**config.mk**
```make
export PLATFORM = sky130hd
export DESIGN_NAME = plen_stats
export DESIGN_NICKNAME = d
export VERILOG_FILES = /design/src/rtl/plen_stats.sv
export SDC_FILE = /design/constraint.sdc
export NUM_CORES = 1
export LEC_CHECK = 0
export BUFFER_PORTS_ARGS = -buffer_cell sky130_fd_sc_hd__buf_2
export CORE_MARGIN = 3
export CORE_UTILIZATION = 40
export DETAILED_ROUTE_END_ITERATION = 7
export MAX_ROUTING_LAYER = met4
export SYNTH_ARGS = -nofsm -noshare
export SYNTH_HDL_FRONTEND = slang
export SYNTH_SLANG_ARGS = --single-unit
```
**constraint.sdc**
```tcl
create_clock -name clk -period 3 [get_ports clk]
set_clock_uncertainty 0.05 [all_clocks]
set_input_delay 0.3 -clock clk [delete_from_list [all_inputs] [get_ports clk]]
set_output_delay 0.3 -clock clk [all_outputs]
set_load 0.005 [all_outputs]
```
**src/rtl/plen_stats.sv**
```systemverilog
// Packet-length statistics: live good/bad/byte/min/max accumulators with a
// valid/ready snapshot port that freezes a copy of the live values on request.
module plen_stats #(
  parameter int unsigned CW = 32
) (
  input  logic          clk,
  input  logic          resetn,
  input  logic [15:0]   plen_tdata,
  input  logic          plen_tuser,
  input  logic          plen_tvalid,
  input  logic          clear,
  input  logic          snap_req,
  output logic          snap_valid,
  input  logic          snap_ready,
  output logic [CW-1:0] good_count,
  output logic [CW-1:0] bad_count,
  output logic [47:0]   byte_count,
  output logic [15:0]   min_plen,
  output logic [15:0]   max_plen
);

  typedef enum logic [0:0] {
    StIdle,
    StHold
  } state_e;

  localparam logic [15:0] MinReset = 16'hFFFF;
  localparam logic [15:0] MaxReset = 16'h0000;

  // Live accumulators
  logic [CW-1:0] r_good;
  logic [CW-1:0] r_bad;
  logic [47:0]   r_byte;
  logic [15:0]   r_min;
  logic [15:0]   r_max;

  // Snapshot registers driving the outputs directly
  state_e        r_state;
  logic          r_snap_valid;
  logic [CW-1:0] r_snap_good;
  logic [CW-1:0] r_snap_bad;
  logic [47:0]   r_snap_byte;
  logic [15:0]   r_snap_min;
  logic [15:0]   r_snap_max;

  logic          w_is_good;
  logic          w_is_bad;
  logic [48:0]   w_byte_sum;
  logic [CW-1:0] w_good_nx;
  logic [CW-1:0] w_bad_nx;
  logic [47:0]   w_byte_nx;
  logic [15:0]   w_min_nx;
  logic [15:0]   w_max_nx;

  // Zero-length packets count as bad even when not flagged corrupt.
  assign w_is_good  = plen_tvalid & ~plen_tuser & (plen_tdata != 16'd0);
  assign w_is_bad   = plen_tvalid & ~w_is_good;
  assign w_byte_sum = {1'b0, r_byte} + {33'd0, plen_tdata};

  // Live values including this cycle's event; shared by the live update and
  // the snapshot load so a coincident event lands in both.
  always_comb begin
    w_good_nx = r_good;
    w_bad_nx  = r_bad;
    w_byte_nx = r_byte;
    w_min_nx  = r_min;
    w_max_nx  = r_max;
    if (w_is_good) begin
      if (r_good != {CW{1'b1}}) begin
        w_good_nx = r_good + CW'(1);
      end
      w_byte_nx = w_byte_sum[48] ? {48{1'b1}} : w_byte_sum[47:0];
      if (plen_tdata < r_min) begin
        w_min_nx = plen_tdata;
      end
      if (plen_tdata > r_max) begin
        w_max_nx = plen_tdata;
      end
    end
    if (w_is_bad && (r_bad != {CW{1'b1}})) begin
      w_bad_nx = r_bad + CW'(1);
    end
  end

  always_ff @(posedge clk) begin
    if (!resetn || clear) begin
      r_good <= '0;
      r_bad  <= '0;
      r_byte <= '0;
      r_min  <= MinReset;
      r_max  <= MaxReset;
    end else begin
      r_good <= w_good_nx;
      r_bad  <= w_bad_nx;
      r_byte <= w_byte_nx;
      r_min  <= w_min_nx;
      r_max  <= w_max_nx;
    end
  end

  always_ff @(posedge clk) begin
    if (!resetn) begin
      r_state      <= StIdle;
      r_snap_valid <= 1'b0;
      r_snap_good  <= '0;
      r_snap_bad   <= '0;
      r_snap_byte  <= '0;
      r_snap_min   <= MinReset;
      r_snap_max   <= MaxReset;
    end else begin
      unique case (r_state)
        StIdle: begin
          if (snap_req) begin
            r_snap_good  <= w_good_nx;
            r_snap_bad   <= w_bad_nx;
            r_snap_byte  <= w_byte_nx;
            r_snap_min   <= w_min_nx;
            r_snap_max   <= w_max_nx;
            r_snap_valid <= 1'b1;
            r_state      <= StHold;
          end
        end
        StHold: begin
          // snap_req is deliberately not looked at here, even on accept.
          if (snap_ready) begin
            r_snap_valid <= 1'b0;
            r_state      <= StIdle;
          end
        end
        default: begin
          r_snap_valid <= 1'b0;
          r_state      <= StIdle;
        end
      endcase
    end
  end

  assign snap_valid = r_snap_valid;
  assign good_count = r_snap_good;
  assign bad_count  = r_snap_bad;
  assign byte_count = r_snap_byte;
  assign min_plen   = r_snap_min;
  assign max_plen   = r_snap_max;

endmodule

```
==> results of run 1 <==
## worst paths after layout
path | startpoint | end | cells after the start
setup / recovery | r_byte[0] | byte_count[1] | 11
hold / removal | plen_tdata[8] | r_min[8] | 2
setup reg to reg | r_byte[0] | byte_count[1] | 11
hold reg to reg | byte_count[14] | byte_count[14] | 2
## worst register-to-register path, delay by kind of cell, from the launching register on
kind,cells,cell delay (ns)
AOI/OAI and AO/OA,6,1.35
adders and majority gates,2,0.59
DFF,1,0.31
and+or+nand+nor,2,0.18
buffers and inverters,1,0.16
## report_power, final
part           total [µW]  internal [µW]  leakage [µW]  switching (µW)
Combinational         874            357       0.00352             518
Sequential           4070           4000       0.00236            74.3
Clock                4200           2590      0.000551            1620
Total                9150           6940       0.00644            2210
## state kept, by name (all words and copies together), names as in the netlist
register,flops
good_count,32
r_good,32
snap_valid,1
max_plen,16
byte_count,48
bad_count,32
r_byte,48
r_min,16
r_max,16
r_state,1
r_bad,32
min_plen,16
## cells in the final DEF, fill, tap and decap left out, drive strengths merged, types with 3 or more instances in the layout
| master | Yosys | final |
|---|---|---|
| dfxtp | 290 | 290 |
| inv | 43 | 44 |
| clkinvlp | 0 | 4 |
| o21a | 12 | 12 |
| nand2b | 7 | 7 |
| xnor2 | 41 | 41 |
| clkinv | 1 | 10 |
| nor2b | 7 | 7 |
| o211ai | 8 | 8 |
| nand3 | 48 | 48 |
| a31oi | 7 | 7 |
| nand4 | 37 | 37 |
| a211o | 15 | 15 |
| nor2 | 204 | 204 |
| mux2i | 25 | 25 |
| or3 | 4 | 4 |
| a21oi | 139 | 139 |
| o22ai | 9 | 9 |
| clkbuf | 69 | 36 |
| a21o | 10 | 10 |
| xor2 | 53 | 53 |
| and2 | 11 | 11 |
| and4 | 14 | 14 |
| nor4 | 6 | 6 |
| ha | 49 | 49 |
| o21ai | 116 | 116 |
| o31ai | 5 | 5 |
| a21boi | 4 | 4 |
| or4 | 4 | 4 |
| dlygate4sd3 | 0 | 3 |
| a311oi | 3 | 3 |
| nor3 | 19 | 19 |
| nand2 | 70 | 70 |
| o21bai | 7 | 7 |
| a211oi | 49 | 49 |
| and3 | 25 | 25 |
| buf | 10 | 268 |
| bufinv | 0 | 7 |
## routing by layer
| layer | wire, µm | up-vias |
|---|---|---|
| met5 | 0 | - |
| met4 | 697 | 0 |
| met3 | 1448 | 43 |
| met2 | 15280 | 210 |
| met1 | 16580 | 5108 |
| li1 | - | 5567 |
## stage by stage
stage | total power, µW | util [%] | instance area (µm²)
floorplan | 4640 | - | 12640
global placement | 5021 | 46.91 | 14460
detailed placement | 5030 | 46.91 | 14460
CTS | 9265 | 50.68 | 15630
global route | 9526 | 50.69 | 15630
finish | 9152 | 50.69 | 15630
## final cells by class
cell class / instances / area (µm²) / area share [%]
flip-flops and latches: 290 / 5806 / 37.15
well taps: 396 / 495.5 / 3.170
multi-input cells: 1028 / 6356 / 40.67
clock buffers: 36 / 834.6 / 5.340
clock inverters: 21 / 297.8 / 1.905
repair buffers: 271 / 1674 / 10.71
inverters: 44 / 165.2 / 1.057
## timing repair
| item | 4_1_cts | 5_1_grt |
|---|---|---|
| hold buffers | 3 | 0 |
| endpoints found under the setup margin | 0 | 13 |
| endpoints found under the hold margin | 2 | 0 |
| resized for setup | 0 | 1 |
## cell families (layout without fill, tap and decap cells)
group                    Yosys count  after routing  synth area share, %
XOR/XNOR                          94             94                6.574
adder cells (fa/ha/maj)           50             50                5.009
AO/OA/AOI/OAI                    397            397                18.96
buffers and inverters            123            372                3.940
AND/OR/NAND/NOR                  461            461                17.51
multiplexers                      26             26                2.069
flip-flops                       290            290                45.94
==> run metrics, run 1 <==
most used standard cells in the synthesized netlist 290 x sky130_fd_sc_hd__dfxtp_1, 203 x sky130_fd_sc_hd__nor2_1, 139 x sky130_fd_sc_hd__a21oi_1, 116 x sky130_fd_sc_hd__o21ai_0, 70 x sky130_fd_sc_hd__nand2_1; number of nets in the layout between 1.5k and 2k; count of flip-flops with a built-in enable after synthesis 0; Residual DRC 0; starting density of the core slightly above 40%; outcome complete, no violations; required arrival time at the worst endpoint 3.38 ns; count of cell types in the netlist 69; Placer Congestion around 0.90; total setup buffers inserted after CTS 0; Final HPWL DP approximately 24000 µm; number of placed instances, taps included slightly above 2k; largest fanout on the critical path 13; unrepaired setup endpoints after global routing no; first-pass iteration count of the detailed router 7; Mapped Avg Cell Area between 8 and 9 µm²; total negative setup slack 0 ns; CP endpoint kind register; dominant cell type by count on the critical path sky130_fd_sc_hd__a211oi_1; post-synthesis instance area between 10000 and 15000 µm²; routed length per instance ~16 µm; highest-utilization routing layer at the global route stage met2; sum of buffers and inverters on the critical path 1; IO buf count 167; slack of the worst reg-to-reg path 0.22 ns; Clk Latency, worst-skew pair ~0.56 ns; Max clock buf depth 3; pwr/cell area just under 600 nW/µm²; via count about 11k; share of final-layout standard cells stronger than drive strength 1 20.71%; Final Hold Viols 0; height of the die roughly 180 µm; TritonCTS clock tree built; Final Routed Wirelength roughly 34000 µm; MaxCap Viol Count 0; die area about 34000 µm²; number of buffers created by CTS 31; Net Count, Synth approximately 1.5k; global route overflow 0; maximum ir drop on the vdd rail roughly 0.43 mV; via count of the first global-routing pass around 11k; post-placement worst setup slack -0.01984 ns; Max stage delay on crit path between 0.3 and 0.4 ns; antenna fix cells 0; Top FF cell, synth sky130_fd_sc_hd__dfxtp_1; I/O Pins ~170; top cell type by total area after synthesis sky130_fd_sc_hd__dfxtp_1; fillers 2991; final period demand of the worst path 2.785 ns; cell types with the largest area share after synthesis sky130_fd_sc_hd__dfxtp_1 46%, sky130_fd_sc_hd__nor2_1 6.0%, sky130_fd_sc_hd__a21oi_1 5.5%; GRT Overall Usage around a fifth; number of failing setup endpoints in the final timing report 0; global-route wire length before repair 55300 µm; maximum number of pins on one net before global-route repair 93; Die X around 180 µm; library cell with the highest instance count after synthesis sky130_fd_sc_hd__dfxtp_1; met3 routing resource usage after global routing roughly 2.6%; critical path data arrival time between 3 and 4 ns; met2 track demand over resource between 30% and 40%; Sinks on Clock Net 290; cell family with most CP delay compound AO/OA/AOI/OAI gates; classification of the worst-slack hold path input pin to register; Floorplan Core Area approximately 30000 µm²; share of Yosys cell area claimed by the top area cell type between 40% and 50%; Least-Margin Pin Slew around 0.7 ns; standby leakage power between 0.006 and 0.007 µW; number of rows created at floorplan 64; Min Hold Slack ~0.08 ns; final worst path period share just over 90%; highest clock rate around 360 MHz; setup slack of the critical path after layout around 0.22 ns; cell count after synthesis approximately 1.4k; fin cells 2086; residual antenna-violating net count after detailed routing 0; clock tree root buffer cell sky130_fd_sc_hd__clkbuf_16; proportion of register bits with asynchronous set or reset after synthesis 0%; number of antenna violations at the first check in global routing 0; Layout area overhead 23.66%; CP max stage cell sky130_fd_sc_hd__fa_1; Slew Viols, Final 0; Yosys warning count 0; Seq/Total Area, Yosys about 46%; number of storage elements in the synthesis netlist slightly below 300; Vias/cell between 5 and 6; series of cell instances along the critical path ha_1, fa_1, a211oi_1, o211ai_1, nand2_1, a211oi_1, a31o_2, buf_12, o22ai_1, o21a_1, nor2_1; Slew HR 53.91%; CP startpoint kind register; level count of the clock H-tree 1; type of the worst setup path register to register; DRC violation total after the first TritonRoute iteration 543; GRT met1 Usage between 20% and 30%; Reg clk slew, reported paths ~0.060 ns
(Power assumes the default switching activity.)
==> run 2: changes to the inputs <==
--- a/config.mk
+++ b/config.mk
@@ -5,9 +5,9 @@
 export SDC_FILE = /design/constraint.sdc
 export NUM_CORES = 1
 export LEC_CHECK = 0
-export BUFFER_PORTS_ARGS = -buffer_cell sky130_fd_sc_hd__buf_2
+export BUFFER_PORTS_ARGS = -buffer_cell sky130_fd_sc_hd__buf_4
 export CORE_MARGIN = 3
-export CORE_UTILIZATION = 40
+export CORE_UTILIZATION = 30
 export DETAILED_ROUTE_END_ITERATION = 7
 export MAX_ROUTING_LAYER = met4
 export SYNTH_ARGS = -nofsm -noshare
==> run 2 against run 1 <==
Against the previous run:
- clock power increased by 5.5%
- wire length increased by 8.8%
- die area increased by 32%
- final area increased by 2.9%
- first-iteration DRC count decreased by 1.7%
- setup slack got worse by 0.059 ns
- sequential cell count unchanged
==> run metrics, run 2 (synthesis results as in run 1) <==
routed length per instance 16.82 µm; CP startpoint kind input pin; Least-Margin Pin Slew between 0.8 and 0.9 ns; maximum ir drop on the vdd rail roughly 0.28 mV; number of buffers created by CTS 35; maximum number of pins on one net before global-route repair roughly 160; Hold Startpoint plen_tdata[2]; slack of the worst reg-to-reg path 0.24 ns; utilization after layout about 39%; final period demand of the worst path 2.844 ns; via count about 11k; highest clock rate 351.6 MHz; standby leakage power between 0.006 and 0.007 µW; MaxCap Viol Count 0; unrepaired setup endpoints after global routing no; part of the power in the clock network between 40% and 50%; Layout area overhead 27.23%; critical path data arrival time 3.25 ns; Final HPWL DP 26110 µm; Min Hold Slack about 0.030 ns; Placed Area ~15000 µm²; number of rows created at floorplan 74; Slew Viols, Final 0; Final Routed Wirelength between 30000 and 40000 µm; number of antenna violations at the first check in global routing 0; number of nets in the layout ~1.7k; first-pass iteration count of the detailed router 5; power consumption 9464 µW; Final Hold Viols 0; leading cell type in the layout, fill and taps excluded sky130_fd_sc_hd__dfxtp_1; worst flop-to-flop path startpoint r_byte[15]; number of failing setup endpoints in the final timing report 0; Slew HR about 44%; outcome complete, no violations; required arrival time at the worst endpoint 3.40 ns; Reg clk slew, reported paths 0.06 ns; largest fanout on the critical path 7; final worst path period share 94.80%; Max clock buf depth 3; Die X between 200 and 250 µm; cell-internal power roughly 7200 µW; portion of total power attributed to sequential cells ~43%; pwr/cell area ~600 nW/µm²; DRC violation total after the first TritonRoute iteration between 500 and 600; level count of the clock H-tree 2; GRT Overall Usage between 15 and 20%; antenna fix cells 0; I/O Pins around 170; clock tree root buffer cell sky130_fd_sc_hd__clkbuf_16; first element of the critical path plen_tdata[3]; classification of the worst-slack hold path input pin to register; global-route wire length before repair 57960 µm; CP endpoint kind register; top library cells by usage in the layout, fill and taps aside 290 x sky130_fd_sc_hd__dfxtp_1, 236 x sky130_fd_sc_hd__buf_4, 203 x sky130_fd_sc_hd__nor2_1; Floorplan Core Area 41200 µm²; height of the die approximately 210 µm; die area ~45000 µm²; global route overflow 0; Placer Congestion a little under 0.9; share of final-layout standard cells stronger than drive strength 1 19.26%; Sinks on Clock Net 290; type of the worst setup path input pin to register; IO buf count roughly 170; design area around 16000 µm²; Clk Latency, worst-skew pair 0.54 ns; residual antenna-violating net count after detailed routing 0; Residual DRC 0; TritonCTS clock tree built; Vias/cell around 5.0; via count of the first global-routing pass about 11k; switching share of power 24.20%; starting density of the core roughly 31%; power spent charging and discharging nets between 2000 and 2500 µW; Combinational Power Share between 10% and 20%
==> run 2: changes by cell type in the layout (fill, tap and decap cells not counted), sizes merged <==
cell         previous run  this run
buf                   268       238
bufinv                  7         5
clkbuf                 36        50
clkinv                 10         7
clkinvlp                4         1
dlygate4sd3             3         5
inv                    44        43
==> run 2: repair_timing <==
item | in CTS | in global routing
buffers inserted | 0 | 0
endpoints found under the hold margin | 4 | 0
endpoints found under the setup margin | 0 | 51
hold buffers | 5 | 0
resized for setup | 0 | 7
==> run 2: critical path, cell delays in order <==
cell                            delay (ns)
sky130_fd_sc_hd__dlygate4sd3_1        0.53
sky130_fd_sc_hd__buf_4                0.17
sky130_fd_sc_hd__ha_1                 0.31
sky130_fd_sc_hd__buf_4                0.16
sky130_fd_sc_hd__a21o_1               0.18
sky130_fd_sc_hd__a21oi_2              0.21
sky130_fd_sc_hd__a21oi_2              0.13
sky130_fd_sc_hd__o21a_1               0.28
sky130_fd_sc_hd__o21ai_0              0.20
sky130_fd_sc_hd__a22o_1               0.20
sky130_fd_sc_hd__mux2_2               0.35
sky130_fd_sc_hd__o31ai_1              0.22
==> run 2: per-layer routing <==
metal  GRT usage (%)  routed length, µm  vias to the layer above
met5               -                  0                        -
met4           5.843                921                        0
met3           2.970               1815                       60
met2           25.93              16640                      256
met1           22.03              17610                     5200
li1                -                  -                     5491
==> run 2: cell type report <==
type | count | area (µm²)
Fill cell | 4117 | 25120
Multi-Input combinational cell | 1028 | 6385
Sequential cell | 290 | 5806
Timing Repair Buffer | 243 | 1862
Clock buffer | 50 | 1005
Tap cell | 532 | 665.6
Clock inverter | 12 | 191.4
Inverter | 44 | 165.2
==> run 2: power by group through the flow <==
stage / Clock [µW] / Sequential [µW] / Combinational [µW]
2_1_floorplan: 0 / 4160 / 480
5_1_grt: 4710 / 4100 / 1050
3_5_place_dp: 0 / 4170 / 947
6_report: 4430 / 4090 / 945
4_1_cts: 4570 / 4090 / 957
3_3_place_gp: 0 / 4170 / 940
==> run 2: path summary, 6_finish.rpt <==
check	endpoint	depth (start not counted)
worst max-delay path	byte_count[15]	12
worst min-delay path	r_min[2]	2
worst max register to register	byte_count[24]	10
worst min register to register	byte_count[14]	2
==> run 2: through the flow <==
stage               setup TNS [ns]  setup WS, ns  cells
floorplan                        0        0.3237   1441
global placement           -0.4593       -0.1177   2132
detailed placement         -0.3997      -0.09092   2132
CTS                              0      0.003977   2199
global route                     0      0.006778   2199
finish                           0        0.1560   2199
==> run 3: changes to the inputs <==
--- a/config.mk
+++ b/config.mk
@@ -6,9 +6,11 @@
 export NUM_CORES = 1
 export LEC_CHECK = 0
 export BUFFER_PORTS_ARGS = -buffer_cell sky130_fd_sc_hd__buf_4
+export CORE_ASPECT_RATIO = 2
 export CORE_MARGIN = 3
 export CORE_UTILIZATION = 30
 export DETAILED_ROUTE_END_ITERATION = 7
+export GPL_ROUTABILITY_DRIVEN = 1
 export MAX_ROUTING_LAYER = met4
 export SYNTH_ARGS = -nofsm -noshare
 export SYNTH_HDL_FRONTEND = slang
==> run 3 against run 2 <==
Against the previous run:
- final area fell by 1.9%
- first-iteration DRC count fell by 25%
- wire length rose by 6.5%
- register-to-register slack improved by 0.04 ns
- final cell count fell by 0.59%
- sequential share of layout area rose by 0.70 points
- worst hold slack improved by 0.0093 ns
- critical path depth rose by 1
- sequential cell count did not move
- non-clock buffer count fell by 4
- clock-buffer cell count fell by 12
- highest routed layer unchanged
==> run metrics, run 3 (synthesis results as in run 1) <==
outcome complete, no violations; starting density of the core a little under a third; largest fanout on the critical path 7; global-route wire length before repair roughly 61000 µm; Final HPWL DP between 20000 and 30000 µm; power spent charging and discharging nets 2160 µW; Residual DRC 0; Reg clk slew, reported paths 0.07 ns; MaxCap Viol Count 0; I/O Pins about 170; first element of the critical path plen_tdata[11]; top library cells by usage in the layout, fill and taps aside 290 x sky130_fd_sc_hd__dfxtp_1, 222 x sky130_fd_sc_hd__buf_4, 203 x sky130_fd_sc_hd__nor2_1; Sinks on Clock Net 290; share of final-layout standard cells stronger than drive strength 1 approximately 18%; unrepaired setup endpoints after global routing yes; Clk Latency, worst-skew pair about 0.55 ns; number of buffers created by CTS 27; total negative setup slack 0 ns; Hold Startpoint plen_tdata[9]; portion of total power attributed to sequential cells 47.7%; CP endpoint kind register; Slew Viols, Final 0; GRT Overall Usage between 10% and 20%; Final Hold Viols 0; standby leakage power about 0.0062 µW; required arrival time at the worst endpoint approximately 3.4 ns; level count of the clock H-tree 1; die area 44780 µm²; CP startpoint kind input pin; clock tree root buffer cell sky130_fd_sc_hd__clkbuf_16; maximum number of pins on one net before global-route repair between 100 and 150; first-pass iteration count of the detailed router 4; via count approximately 11k; Least-Margin Pin Slew ~0.66 ns; worst flop-to-flop path startpoint r_byte[0]; antenna fix cells 0; leading cell type in the layout, fill and taps excluded sky130_fd_sc_hd__dfxtp_1; Placer Congestion about 0.89; total setup buffers inserted after CTS 0; part of the power in the clock network 41.0%; Floorplan Core Area around 41000 µm²; routed length per instance around 18 µm; TritonCTS clock tree built; type of the worst setup path input pin to register; maximum ir drop on the vdd rail 0.4000 mV; Slew HR between 50% and 60%; pwr/cell area around 540 nW/µm²; switching share of power 25.24%; classification of the worst-slack hold path input pin to register; Combinational Power Share between 10% and 20%; Die X 151.1 µm; number of nets in the layout 1703; number of rows created at floorplan approximately 110; number of failing setup endpoints in the final timing report 0; Layout area overhead 24.82%; number of placed instances, taps included approximately 2.1k; highest clock rate 351.5 MHz; global route overflow 0; number of antenna violations at the first check in global routing 0; critical path data arrival time 3.20 ns; height of the die 296.3 µm; Max clock buf depth 3; DRC violation total after the first TritonRoute iteration 400; cell-internal power 6396 µW; IO buf count between 150 and 200; fin cells approximately 2.2k; final worst path period share a little over nine tenths; via count of the first global-routing pass between 10k and 15k; final period demand of the worst path ~2.8 ns; Final Routed Wirelength about 39000 µm; Vias/cell approximately 5.0; utilization after layout about two fifths; residual antenna-violating net count after detailed routing 0
[run 3: changes by cell type in the layout (fill, tap and decap cells not counted), sizes merged]
cell	previous run	this run
inv	43	44
clkbuf	50	38
clkinvlp	1	2
buf	238	226
dlygate4sd3	5	13
bufinv	5	3
[run 3: area by class of cell]
class                      count  area, µm²
clock buffer                  38      737.0
clock inverter                12      151.4
fill                        4259      25610
inverter                      44      165.2
multi-input combinational   1028       6370
sequential                   290       5806
tap                          535      669.4
timing repair buffer         239       1877
[run 3: worst max-delay path: stages]
cell and delay [ns]:
sky130_fd_sc_hd__dlygate4sd3_1 0.56, sky130_fd_sc_hd__buf_4 0.18, sky130_fd_sc_hd__ha_1 0.38, sky130_fd_sc_hd__a21o_1 0.27, sky130_fd_sc_hd__a221o_1 0.36, sky130_fd_sc_hd__a21oi_1 0.24, sky130_fd_sc_hd__a21oi_1 0.13, sky130_fd_sc_hd__o21bai_1 0.14
sky130_fd_sc_hd__buf_4 0.17, sky130_fd_sc_hd__buf_4 0.13, sky130_fd_sc_hd__nor2_1 0.05, sky130_fd_sc_hd__mux2i_1 0.19, sky130_fd_sc_hd__a21oi_1 0.09
[run 3: repair_timing]
| action | in CTS | in global routing |
|---|---|---|
| hold buffers | 13 | 0 |
| endpoints found under the setup margin | 0 | 22 |
| endpoints found under the hold margin | 12 | 0 |
| gates resized for setup | 0 | 6 |
[run 3: per-stage QoR]
| step | instance area, µm² | setup WS (ns) | power (µW) | hold WS, ns |
|---|---|---|---|---|
| floorplan | 12640 | 0.3237 | 4640 | 0.3680 |
| global placement | 14740 | 0.05945 | 5125 | 0.4060 |
| detailed placement | 14740 | 0.04483 | 5135 | 0.4036 |
| CTS | 15760 | 0.1442 | 8691 | 0.008410 |
| global route | 15780 | -0.01498 | 8930 | 0.01668 |
| finish | 15780 | 0.1553 | 8556 | 0.03923 |
[run 3: per-layer routing]
metal | part of all wire, % | track usage [%] | routed length [µm] | up-vias
met5 | 0 | - | 0 | -
met3 | 2.9 | 1.865 | 1155 | 56
met4 | 3.4 | 6.709 | 1339 | 0
met1 | 38 | 18.31 | 14810 | 5216
met2 | 56 | 33.66 | 22080 | 193
li1 | - | - | - | 5490
[run 3: path summary, 6_finish.rpt]
kind                    endpoint  slack, ns  cells past startpoint
setup / recovery  byte_count[18]       0.16                     13
hold reg to reg    byte_count[8]       0.41                      2
hold / removal          r_min[9]       0.04                      2
setup reg to reg   byte_count[8]       0.28                     11
[run 3: power by group through the flow]
stage | registers, µW | clock network (µW) | logic (µW)
detailed placement | 4170 | 0 | 963
global placement | 4170 | 0 | 953
floorplan | 4160 | 0 | 480
finish | 4080 | 3510 | 962
CTS | 4090 | 3620 | 983
global route | 4100 | 3760 | 1070
